==> config.mk <==
export PLATFORM = sky130hd
export DESIGN_NAME = mem_wb_arbiter
export DESIGN_NICKNAME = d
export VERILOG_FILES = /design/src/rtl/mem_wb_arbiter.sv
export SDC_FILE = /design/constraint.sdc
export NUM_CORES = 1
export LEC_CHECK = 0
export BUFFER_PORTS_ARGS = -buffer_cell sky130_fd_sc_hd__buf_2
export CAP_MARGIN = 15
export CORE_AREA = 2 2 125 127
export DETAILED_ROUTE_END_ITERATION = 8
export DIE_AREA = 0 0 127 129
export GPL_TIMING_DRIVEN = 0
export SYNTH_ARGS = -nofsm -noshare
export SYNTH_HDL_FRONTEND = slang
export SYNTH_SLANG_ARGS = --single-unit
export TNS_END_PERCENT = 5
==> constraint.sdc <==
create_clock -name wb_clk_i -period 3.02 [get_ports wb_clk_i]
set_clock_uncertainty 0.1 [all_clocks]
set_input_delay 0.604 -clock wb_clk_i [delete_from_list [all_inputs] [get_ports wb_clk_i]]
set_output_delay 0.604 -clock wb_clk_i [all_outputs]
set_load 0.01 [all_outputs]
==> src/rtl/mem_wb_arbiter.sv <==
// Two-master Wishbone arbiter for the shared SRAM slave: round-robin grant held
// for the owner's whole cyc tenure, with a watchdog that aborts stalled strobes.
module mem_wb_arbiter #(
  parameter int AW      = 32,
  parameter int TIMEOUT = 255
) (
  input  logic          wb_clk_i,
  input  logic          wb_rst_ni,
  input  logic          m0_cyc_i,
  input  logic          m0_stb_i,
  input  logic          m0_we_i,
  input  logic [3:0]    m0_sel_i,
  input  logic [AW-1:0] m0_adr_i,
  input  logic [31:0]   m0_dat_i,
  output logic [31:0]   m0_dat_o,
  output logic          m0_ack_o,
  output logic          m0_err_o,
  input  logic          m1_cyc_i,
  input  logic          m1_stb_i,
  input  logic          m1_we_i,
  input  logic [3:0]    m1_sel_i,
  input  logic [AW-1:0] m1_adr_i,
  input  logic [31:0]   m1_dat_i,
  output logic [31:0]   m1_dat_o,
  output logic          m1_ack_o,
  output logic          m1_err_o,
  output logic          s_cyc_o,
  output logic          s_stb_o,
  output logic          s_we_o,
  output logic [3:0]    s_sel_o,
  output logic [AW-1:0] s_adr_o,
  output logic [31:0]   s_dat_o,
  input  logic [31:0]   s_dat_i,
  input  logic          s_ack_i,
  output logic [1:0]    grant_o,
  output logic          timeout_o
);

  localparam int CW = (TIMEOUT > 0) ? $clog2(TIMEOUT + 1) : 1;
  localparam logic [CW-1:0] WD_LAST = (TIMEOUT > 0) ? CW'(TIMEOUT - 1) : '0;

  typedef enum logic [1:0] {IDLE, GNT, ERR} state_t;

  state_t              state;
  logic                owner;
  logic                last_owner;
  logic [CW-1:0]       wd_cnt;

  logic [1:0]          cyc, stb, we, req;
  logic [1:0][3:0]     sel;
  logic [1:0][AW-1:0]  adr;
  logic [1:0][31:0]    dat;
  logic [1:0]          ack_v, err_v;
  logic                pick, stall, wd_hit;

  assign cyc = {m1_cyc_i, m0_cyc_i};
  assign stb = {m1_stb_i, m0_stb_i};
  assign we  = {m1_we_i,  m0_we_i};
  assign sel = {m1_sel_i, m0_sel_i};
  assign adr = {m1_adr_i, m0_adr_i};
  assign dat = {m1_dat_i, m0_dat_i};
  assign req = cyc & stb;

  // On a tie the master that did not own the bus last wins.
  assign pick   = (req == 2'b11) ? ~last_owner : req[1];
  assign stall  = (state == GNT) && stb[owner] && !s_ack_i;
  assign wd_hit = (TIMEOUT > 0) && stall && (wd_cnt == WD_LAST);

  always_comb begin
    s_cyc_o = 1'b0;
    s_stb_o = 1'b0;
    s_we_o  = 1'b0;
    s_sel_o = '0;
    s_adr_o = '0;
    s_dat_o = '0;
    if (state == GNT) begin
      s_cyc_o = cyc[owner];
      s_stb_o = stb[owner];
      s_we_o  = we[owner];
      s_sel_o = sel[owner];
      s_adr_o = adr[owner];
      s_dat_o = dat[owner];
    end
  end

  // Acks only reach the owner while granted, so a late ack in ERR is dropped.
  for (genvar i = 0; i < 2; i++) begin : g_rsp
    assign ack_v[i] = (state == GNT) && (owner == i[0]) && s_ack_i;
    assign err_v[i] = timeout_o && (owner == i[0]);
  end

  assign m0_dat_o = s_dat_i;
  assign m1_dat_o = s_dat_i;
  assign m0_ack_o = ack_v[0];
  assign m1_ack_o = ack_v[1];
  assign m0_err_o = err_v[0];
  assign m1_err_o = err_v[1];

  always_ff @(posedge wb_clk_i or negedge wb_rst_ni) begin
    if (!wb_rst_ni) begin
      state      <= IDLE;
      owner      <= 1'b0;
      last_owner <= 1'b1;
      grant_o    <= 2'b00;
      wd_cnt     <= '0;
      timeout_o  <= 1'b0;
    end else begin
      timeout_o <= 1'b0;
      case (state)
        IDLE: begin
          wd_cnt <= '0;
          if (|req) begin
            owner   <= pick;
            grant_o <= pick ? 2'b10 : 2'b01;
            state   <= GNT;
          end
        end
        GNT: begin
          if (!cyc[owner]) begin
            last_owner <= owner;
            grant_o    <= 2'b00;
            wd_cnt     <= '0;
            state      <= IDLE;
          end else if (wd_hit) begin
            wd_cnt    <= '0;
            timeout_o <= 1'b1;
            state     <= ERR;
          end else if (stall && (TIMEOUT > 0)) begin
            wd_cnt <= wd_cnt + 1'b1;
          end else begin
            wd_cnt <= '0;
          end
        end
        ERR: begin
          wd_cnt <= '0;
          if (!cyc[owner]) begin
            last_owner <= owner;
            grant_o    <= 2'b00;
            state      <= IDLE;
          end
        end
        default: state <= IDLE;
      endcase
    end
  end

endmodule

[Word-level counts from Yosys, hierarchy flattened]
Cells that the tools add are included.
Storage, ports and cells
  word-level logic and storage cells: 74
  bits of input ports: 177
  output and inout port bits: 142
  bits in registers: 15
Cells by class
  bitwise gates (word level): 4
  eq/ne operators: 8
  add/subtract/negate cells: 1
  mux-type cells: 34
  $lt $le $gt $ge: 1
  reductions and logical operators: 20
Operators by type and width (count)
  32-bit two-way mux: 6
  8-bit two-way mux: 3
  8-bit one-hot mux with 2 select lines: 1
  1-bit two-way mux: 13
  2-bit two-way mux: 6
  4-bit two-way mux: 3
  1-bit logical AND: 9
  8-bit by 1-bit adder with 8-bit output (second input constant): 1
  8-bit == test (second input constant): 1
  2-bit != test (second input constant): 3
  2-bit one-hot mux with 3 select lines: 1
  3-bit AND reduction: 2
  2-bit OR reduction: 3
  2-bit == test (second input constant): 2
  2-bit one-hot mux with 2 select lines: 1
  2-bit AND reduction: 2
  2-bit nonzero test: 2
  3-bit != test (second input constant): 1
  1-bit NOT: 3
  2-bit bitwise AND: 1
  2-bit by 1-bit == test with 1-bit output (second input constant): 1
  2-bit zero test: 1
  1-bit by 2-bit less-than comparator with 1-bit output (second input constant): 1
  1-bit zero test: 1

[Depth between registers and ports, before layout]
Gate-level depths: netlist of the first run.
  depth in word-level cells: 8
  gate-level depth with buffers: 6
  depth with buffers taken out: 6

[Worst setup path before layout of the first run]
OpenSTA, ideal clock, no wires.
  kind: register -> register
  start: reg state[0]
  end: reg wd_cnt[7]
  setup slack: 0.899 ns
  cell stages (with the launch flop): 7
  library setup time: 0.083 ns
  period minus slack after synthesis: 2.121 ns
  arrival: 1.938 ns
  buffers on the path: 0
  required time: 2.837 ns
  cells stage by stage: dfrtp_1 > inv_1 > ha_1 > or3_1 > or4_4 > or4_1 > o21ai_0
Between the ends
  longest elaborated chain between the ends: 7
  elaborated cells on any way between the ends: 12
  those cells by class: eq/ne (2); mux (4); reduce/logical (6)
RTL lines
  start: declaration: line 44  | state_t state;
  start signal: assignment: line 101  | state <= IDLE;
  start signal: assignment: line 115  | state <= GNT;
  start signal: assignment: line 123  | state <= IDLE;
  2-bit by 1-bit == test with 1-bit output: line 66, 109
  1-bit logical AND (2 in series): line 66  | assign stall = (state == GNT) && stb[owner] && !s_ack_i;
  8-bit two-way mux or 1-bit logical AND (tied branches): line 128, 67
  8-bit two-way mux: line 124  | end else if (wd_hit) begin
  8-bit two-way mux: line 119  | if (!cyc[owner]) begin
  8-bit one-hot mux with 2 select lines: line 109  | case (state)
  end signal: assignment: line 129  | wd_cnt <= wd_cnt + 1'b1;
  end: declaration: line 47  | logic [CW-1:0] wd_cnt;
Several ways; a longest one is shown, not always the timed one.
A chain may end at the register's enable or synchronous reset.

[Final worst setup path of the first run]
  start: reg owner
  end: out s_dat_o[1]
Between the ends
  longest elaborated chain between the ends: 3
RTL lines
  start: declaration: line 45  | logic owner;
  start signal: assignment: line 113  | owner <= pick;
  32-bit two-way mux (not written as such) (2 in series): line 82  | s_dat_o = dat[owner];
  32-bit two-way mux: line 76  | if (state == GNT) begin
  end: declaration: line 32  | output logic [31:0] s_dat_o,
Every way passes these cells. The select of a mux whose other input is x is not followed.

==> flow_summary.ini, run 1 <==
[status]
run_status = finished clean

[cts]
postCtsSetupRepairBufs = 0
htreeDepth = 1
clkLatencyLatePin_ns = 0.24
cts_hold_buffers = 0
numCtsBuffers = 3
clkSinkCount = 15
clkTransAtPathRegs_ns = 0.05
cts.repair.resized = 2
tritoncts = done
root_buffer = clkbuf_16
clockBufferDepth = 2

[cells_and_area]
final_common_cell = buf_2
n_antenna_cell = 0
layout-drive-gt1-share = 0.595
final_util = 0.291
area_growth_pct = 66.5
layout_common_cells = 291 x buf_2, 72 x mux2i_1, 72 x nor2b_1
nNetsFinal = 799
fin_cells = 801
fin_area_sq_mm = 0.00437

[synth]
yosys-mux-area-fraction = 0.284
synth_compound_area_frac = 0.0683
ys_seq_area_frac = 0.144
synth_warnings = 0
synth_top_family_by_area = multiplexers
synth-adder-area-share = 0.0382
synthesis.area_sq_mm = 0.00262
syn_inst = 324
ys_ff_latch = 15
synth_simple_gate_area_share = 0.243
synth_enable_flop_cells = 0
synthesis.nets = 509
avgSynthCellArea_sq_um = 8.09
synth_ff_type = dfrtp_1
synth_cell_types = 35
synthXorXnorAreaFrac = 0
async_flop_share = 1.00

[global_route]
grt_max_degree = 16
antenna_found_initial = 1
grt_pass1_vias = 2795
grt_use_total = 0.122
grt.overflow.total = 0
grt_pass1_wl_mm = 15.5

[place]
dpl.hpwl_mm = 9.99
post-place-cells = 798
port_buffers = 286
place_area_sq_mm = 0.00429
gp_congestion = 0.759

[routing]
totalWireLength_mm = 11.6
drt-pass1-iter-count = 6
drtAntennaViolNets = 0
dr_wl_met2_mm = 5.94
via_per_inst = 3.94
drtIter0Drc = 103
vias = 3155
wl_met1_mm = 4.54
wl_met3_mm = 1.01
wl_per_cell_um = 14.5
drt_drc_violations_left = 0
routed.top_layer = met5

[sta]
tightest_slew_ns = 0.863
rsz0062_at_grt = false
slew_headroom = 0.425
period_share = 0.941
period_needed_ns = 2.84
hold_viol = 0
tns_ns = 0
drv_slew = 0
fmax_ghz = 0.352
setup_violations = 0

[floorplanning]
core_region_area_sq_mm = 0.0150
rows = 45
start_util = 0.175
die_h_um = 129
die_x_um = 127
pin_count = 319
die-area_sq_mm = 0.0164

[power_and_ir_drop]
switching_share = 0.477
intPower_mw = 1.45
peakVddDrop_mv = 0.235
power_frac_comb = 0.812
switchingPower_mw = 1.32
p_leak_nw = 2.53
p_per_area_mw_per_mm2 = 634
clockPowerShare = 0.093
seqPwrFrac = 0.095

[critical_path]
worst_setup_path_start_kind = register
worst-r2r-setup-slack_ns = 0.69
crit_path_end_kind = output pin
required_ns = 2.32
critPathKind = register to output pin
cp.arrival_ns = 2.14
path_max_fanout = 15

[hold_path]
hold_path_class = primary input to async pin

[run]
maxCapViolCount = 0
==> synth_stat cells, types with 5 or more instances <==
master,instances,share of area
inv_1,7,0.010
nor2_1,6,0.0086
nor2b_1,72,0.17
nand2_1,16,0.023
o21ai_0,12,0.023
mux2i_1,72,0.27
buf_4,65,0.19
buf_2,5,0.0095
ha_1,8,0.038
clkbuf_1,12,0.017
dfrtp_1,14,0.13
==> state kept, by name, indices dropped and copies added, names as in the netlist <==
| register | flops |
|---|---|
| grant_o | 2 |
| owner | 1 |
| wd_cnt | 8 |
| last_owner | 1 |
| timeout_o | 1 |
| state | 2 |
==> layer usage <==
metal	global-route usage	vias up
li1	-	1608
met1	0.150	1379
met2	0.221	160
met3	0.0312	6
met4	0.0168	2
met5	0	-
==> critical path, cell delays in order, from the launching register on <==
cell and delay [ns]:
dfrtp_1 0.31, buf_4 0.26, clkbuf_1 0.69, mux2i_1 0.38, nor2b_1 0.08, buf_2 0.16
==> final timing paths <==
check / endpoint / depth (start not counted) / start
min in group wb_clk_i: grant_o[0]$_DFFE_PN0P_ / 1 / grant_o[0]$_DFFE_PN0P_
max in group asynchronous: last_owner$_DFFE_PN1P_ / 1 / wb_rst_ni
max reg2reg: wd_cnt[2]$_DFFE_PN0P_ / 6 / state[0]$_DFFE_PN0P_
min: state[0]$_DFFE_PN0P_ / 1 / wb_rst_ni
min reg2reg: grant_o[0]$_DFFE_PN0P_ / 1 / grant_o[0]$_DFFE_PN0P_
max: s_dat_o[1] / 5 / owner$_DFFE_PN0P_
==> final cells by class <==
type / count / area [sq um]
buffer: 81 / 557
clock buffer: 4 / 78.8
fill: 1641 / 10600
inverter: 7 / 26.3
multi-input combinational: 220 / 1660
sequential: 15 / 377
tap: 188 / 235
timing repair buffer: 286 / 1430
==> cells by family (layout without fill, tap and decap cells) <==
kind of cell | count (synthesis) | after routing
compound gates | 28 | 28
fa+ha+maj | 8 | 8
buf+inv | 89 | 378
flops | 15 | 15
mux | 74 | 74
simple gates | 110 | 110
==> power groups by stage <==
stage | registers (mW) | logic, mW | clock network (mW)
2_1_floorplan | 0.267 | 1.40 | 0
3_3_place_gp | 0.267 | 2.28 | 0
3_5_place_dp | 0.267 | 2.29 | 0
4_1_cts | 0.264 | 2.30 | 0.264
5_1_grt | 0.269 | 2.45 | 0.277
6_report | 0.263 | 2.24 | 0.258
==> through the flow <==
| step | worst slack, ns | hold WS (ns) | power (mW) |
|---|---|---|---|
| after global placement | 0.0877 | 0.380 | 2.55 |
| after floorplan | 0.899 | 0.208 | 1.67 |
| final | 0.179 | 0.168 | 2.77 |
| after global routing | 0.000826 | 0.189 | 3.00 |
| after CTS | 0.115 | 0.177 | 2.82 |
| after detailed placement | 0.0643 | 0.377 | 2.56 |
Note: power is estimated with default switching activity, not from simulation.
==> run 2: changes to the inputs <==
--- a/config.mk
+++ b/config.mk
@@ -7,10 +7,13 @@
 export LEC_CHECK = 0
 export BUFFER_PORTS_ARGS = -buffer_cell sky130_fd_sc_hd__buf_2
 export CAP_MARGIN = 15
-export CORE_AREA = 2 2 125 127
+export CELL_PAD_IN_SITES_DETAIL_PLACEMENT = 0
+export CELL_PAD_IN_SITES_GLOBAL_PLACEMENT = 1
+export CORE_AREA = 2 2 126 128
 export DETAILED_ROUTE_END_ITERATION = 8
-export DIE_AREA = 0 0 127 129
+export DIE_AREA = 0 0 128 130
 export GPL_TIMING_DRIVEN = 0
+export PLACE_DENSITY_LB_ADDON = 0.1
 export SYNTH_ARGS = -nofsm -noshare
 export SYNTH_HDL_FRONTEND = slang
 export SYNTH_SLANG_ARGS = --single-unit
==> flow_summary.ini, run 2 (synthesis results as in run 1) <==
[status]
run_status = finished clean

[sta]
setup_violations = 0
rsz0062_at_grt = false
layout_setup_ws_ns = 0.251
period_share = 0.917
drv_slew = 0
slew_headroom = 0.508
hold_viol = 0
tightest_slew_ns = 0.738
fmax_ghz = 0.361
period_needed_ns = 2.77
tns_ns = 0

[cells_and_area]
layout_common_cells = 291 x buf_2, 72 x mux2i_1, 72 x nor2b_1
top_register = wd_cnt
layout-drive-gt1-share = 0.594
largest_register_ffs = 8
final_common_cell = buf_2
nNetsFinal = 800
final_util = 0.284
top_regs = wd_cnt: 8 flops, grant_o: 2 flops, state: 2 flops
area_growth_pct = 67.0

[floorplanning]
rows = 46
die_h_um = 130
pin_count = 319
start_util = 0.170
die_x_um = 128
core_region_area_sq_mm = 0.0154
die-area_sq_mm = 0.0166

[power_and_ir_drop]
p_leak_nw = 2.53
clockPowerShare = 0.096
power_frac_comb = 0.807
seqPwrFrac = 0.098
switching_share = 0.472
switchingPower_mw = 1.29
p_per_area_mw_per_mm2 = 625
peakVddDrop_mv = 0.239
intPower_mw = 1.44

[place]
dpl_worst_slack_ns = 0.384
dpl.hpwl_mm = 10.6
gp_congestion = 0.751
port_buffers = 286

[routing]
totalWireLength_mm = 12.0
vias = 3151
drt-pass1-iter-count = 4
via_per_inst = 3.90
wl_per_cell_um = 14.9
drtAntennaViolNets = 0
drt_drc_violations_left = 0
drtIter0Drc = 116

[critical_path]
cpMaxStageDelayCell = clkbuf_1
path_max_fanout = 10
cp.arrival_ns = 2.07
critPathKind = register to output pin
critPathMostFrequentCell = buf_2
worst_setup_path_start_kind = register
crit_family = buffers and inverters
cpPeakStageDelay_ns = 0.50
cp_num_buf_inv = 4
required_ns = 2.32
cp_cell_sequence = buf_4 -> clkbuf_1 -> buf_2 -> mux2i_1 -> nor2b_1 -> buf_2
crit_path_end_kind = output pin

[cts]
numCtsBuffers = 3
root_buffer = clkbuf_16
cts.repair.resized = 0
postCtsSetupRepairBufs = 0
clockBufferDepth = 2
clkSinkCount = 15
cts_hold_buffers = 0
tritoncts = done
clkTransAtPathRegs_ns = 0.05
htreeDepth = 1
clkLatencyLatePin_ns = 0.25

[run]
maxCapViolCount = 0

[global_route]
grt_pass1_wl_mm = 16.4
grt_pass1_vias = 2828
antenna_found_initial = 3
grt.overflow.total = 0
grt_use_total = 0.126
grt_max_degree = 16

[hold_path]
hold_path_class = primary input to async pin
run 2: layout make-up:
type                       count  area, sq um
timing repair buffer         286         1430
antenna                        1         2.50
inverter                       7         26.3
fill                        1756        11000
multi-input combinational    220         1660
clock buffer                   3         75.1
buffer                        82          559
tap                          192          240
clock inverter                 1         5.00
sequential                    15          377
run 2: worst paths after layout:
check,startpoint,to,cells after the start,slack [ns]
max,owner$_DFFE_PN0P_,s_adr_o[20],6,0.25
max reg2reg,state[1]$_DFFE_PN0P_,wd_cnt[2]$_DFFE_PN0P_,6,0.69
max in group asynchronous,wb_rst_ni,last_owner$_DFFE_PN1P_,1,2.34
min reg2reg,last_owner$_DFFE_PN1P_,last_owner$_DFFE_PN1P_,2,0.40
min,wb_rst_ni,grant_o[1]$_DFFE_PN0P_,1,0.17
min in group wb_clk_i,last_owner$_DFFE_PN1P_,last_owner$_DFFE_PN1P_,2,0.40
run 2: per-stage QoR:
step / cells / cell area (sq um) / hold slack (ns) / total power, mW
CTS: 806 / 4370 / 0.173 / 2.81
detailed placement: 802 / 4290 / 0.390 / 2.53
floorplan: 324 / 2620 / 0.208 / 1.67
global placement: 802 / 4290 / 0.390 / 2.54
finish: 807 / 4380 / 0.171 / 2.74
global route: 806 / 4370 / 0.187 / 2.96
run 2: metal layers:
metal  up-vias  share of wire  global-route usage
met5         -         0.0011                   0
met4         2         0.0055              0.0123
met3         6          0.084              0.0369
met2       124           0.56               0.255
met1      1409           0.35               0.134
li1       1610              -                   -
run 2: power by group through the flow:
stage	Clock (mW)	Sequential [mW]	Combinational, mW
2_1_floorplan	0	0.267	1.40
3_3_place_gp	0	0.268	2.27
3_5_place_dp	0	0.271	2.26
4_1_cts	0.273	0.268	2.27
5_1_grt	0.279	0.272	2.41
6_report	0.262	0.267	2.21
==> run 3: changes to the inputs <==
--- a/config.mk
+++ b/config.mk
@@ -9,9 +9,9 @@
 export CAP_MARGIN = 15
 export CELL_PAD_IN_SITES_DETAIL_PLACEMENT = 0
 export CELL_PAD_IN_SITES_GLOBAL_PLACEMENT = 1
-export CORE_AREA = 2 2 126 128
+export CORE_AREA = 2 2 123 125
 export DETAILED_ROUTE_END_ITERATION = 8
-export DIE_AREA = 0 0 128 130
+export DIE_AREA = 0 0 125 127
 export GPL_TIMING_DRIVEN = 0
 export PLACE_DENSITY_LB_ADDON = 0.1
 export SYNTH_ARGS = -nofsm -noshare
==> constraint.sdc (replaced) <==
create_clock -name wb_clk_i -period 3.4 [get_ports wb_clk_i]
set_clock_uncertainty 0.1 [all_clocks]
set_input_delay 0.68 -clock wb_clk_i [delete_from_list [all_inputs] [get_ports wb_clk_i]]
set_output_delay 0.68 -clock wb_clk_i [all_outputs]
set_load 0.01 [all_outputs]
==> flow_summary.ini, run 3 (synthesis results as in run 1) <==
[cells_and_area]
layout_common_cells = 291 x buf_2, 72 x mux2i_1, 72 x nor2b_1
area_growth_pct = 66.4
nNetsFinal = 800
fin_area_sq_mm = 0.00436
top_regs = wd_cnt: 8 flops, grant_o: 2 flops, state: 2 flops
layout-drive-gt1-share = 0.591
fillers = 1603
n_antenna_cell = 0
top_register = wd_cnt
multi_input_area_sq_mm = 0.00166
regArea_sq_um = 377
fin_cells = 798
final_common_cell = buf_2
largest_register_ffs = 8

[sta]
hold_ws_ns = 0.252
layout_setup_ws_ns = 0.373
period_needed_ns = 3.03
fmax_ghz = 0.330
period_share = 0.890
slew_headroom = 0.509
setup_violations = 0
hold_viol = 0
tightest_slew_ns = 0.737
tns_ns = 0
drv_slew = 0
rsz0062_at_grt = false

[cts]
clkLatencyLatePin_ns = 0.24
numCtsBuffers = 3
clkTransAtPathRegs_ns = 0.05
clkSinkCount = 15
htreeDepth = 1
postCtsSetupRepairBufs = 0
tritoncts = done
cts.repair.resized = 0
clockBufferDepth = 2
root_buffer = clkbuf_16
cts_hold_buffers = 0

[critical_path]
worst_setup_path_start_kind = register
crit_path_end_kind = output pin
rr_startpoint = state[0]$_DFFE_PN0P_
startpoint = state[1]$_DFFE_PN0P_
critPathKind = register to output pin
cp.arrival_ns = 2.25
required_ns = 2.62
reg2reg_depth = 6
path_max_fanout = 10

[place]
gp_congestion = 0.807
dpl_worst_slack_ns = 0.579
dpl.hpwl_mm = 11.3
port_buffers = 286
place_area_sq_mm = 0.00428
post-place-cells = 794

[global_route]
grt_pass1_wl_mm = 18.3
grt_pass1_vias = 3117
grt.overflow.total = 0
grt_max_degree = 16
antenna_found_initial = 0
grt_use_total = 0.147

[floorplanning]
core_region_area_sq_mm = 0.0144
pin_count = 319
die_h_um = 127
start_util = 0.182
die_x_um = 125
rows = 44
die-area_sq_mm = 0.0159

[run]
maxCapViolCount = 0

[power_and_ir_drop]
p_leak_nw = 2.53
peakVddDrop_mv = 0.200
p_per_area_mw_per_mm2 = 568

[status]
run_status = finished clean

[routing]
vias = 3169
totalWireLength_mm = 12.9
via_per_inst = 3.97
drt-pass1-iter-count = 4
drt_drc_violations_left = 0
drtAntennaViolNets = 0
wl_per_cell_um = 16.1
drtIter0Drc = 81

[hold_path]
hold_path_class = primary input to async pin
-- run 3: cell types whose count changed in the layout (fill, tap and decap cells not counted) --
cell / change
clkbuf_1: +2
clkbuf_2: -1
clkinv_2: -1
diode_2: -1
-- run 3: metal layers --
| layer | share of wire | track usage | up-vias |
|---|---|---|---|
| met5 | 0 | 0 | - |
| met4 | 0.011 | 0.0261 | 0 |
| met2 | 0.51 | 0.271 | 160 |
| li1 | - | - | 1613 |
| met3 | 0.087 | 0.0419 | 8 |
| met1 | 0.39 | 0.172 | 1388 |
-- run 3: where the power goes --
| group | leakage, nW | switching [mW] | internal [mW] |
|---|---|---|---|
| Combinational | 2.29 | 1.10 | 0.912 |
| Sequential | 0.199 | 0.0233 | 0.213 |
| Clock | 0.0382 | 0.0691 | 0.159 |
-- run 3: worst paths after layout --
check                                         end  slack [ns]
max                                    s_dat_o[5]        0.37
min                         wd_cnt[5]$_DFFE_PN0P_        0.25
max reg2reg                 wd_cnt[7]$_DFFE_PN0P_        1.08
min reg2reg                last_owner$_DFFE_PN1P_        0.39
max in group asynchronous  last_owner$_DFFE_PN1P_        2.64
min in group wb_clk_i      last_owner$_DFFE_PN1P_        0.39
-- run 3: area by class of cell --
cell class	count	area share
flip-flops and latches	15	0.0863
clock buffers	4	0.0181
multi-input cells	220	0.381
well taps	184	0.0528
inverters	7	0.00602
repair buffers	286	0.328
plain buffers	82	0.128
-- run 3: metrics by stage --
stage | util | total power [mW]
after global routing | 0.302 | 2.69
after CTS | 0.302 | 2.53
final | 0.302 | 2.48
after detailed placement | 0.297 | 2.29
after global placement | 0.297 | 2.28
after floorplan | - | 1.48
-- run 3: critical path, cell delays in order, from the launching register on --
cell	delay, ns
dfrtp_1	0.42
inv_1	0.13
ha_1	0.17
clkbuf_1	0.46
clkbuf_1	0.41
nor2b_1	0.22
buf_2	0.19
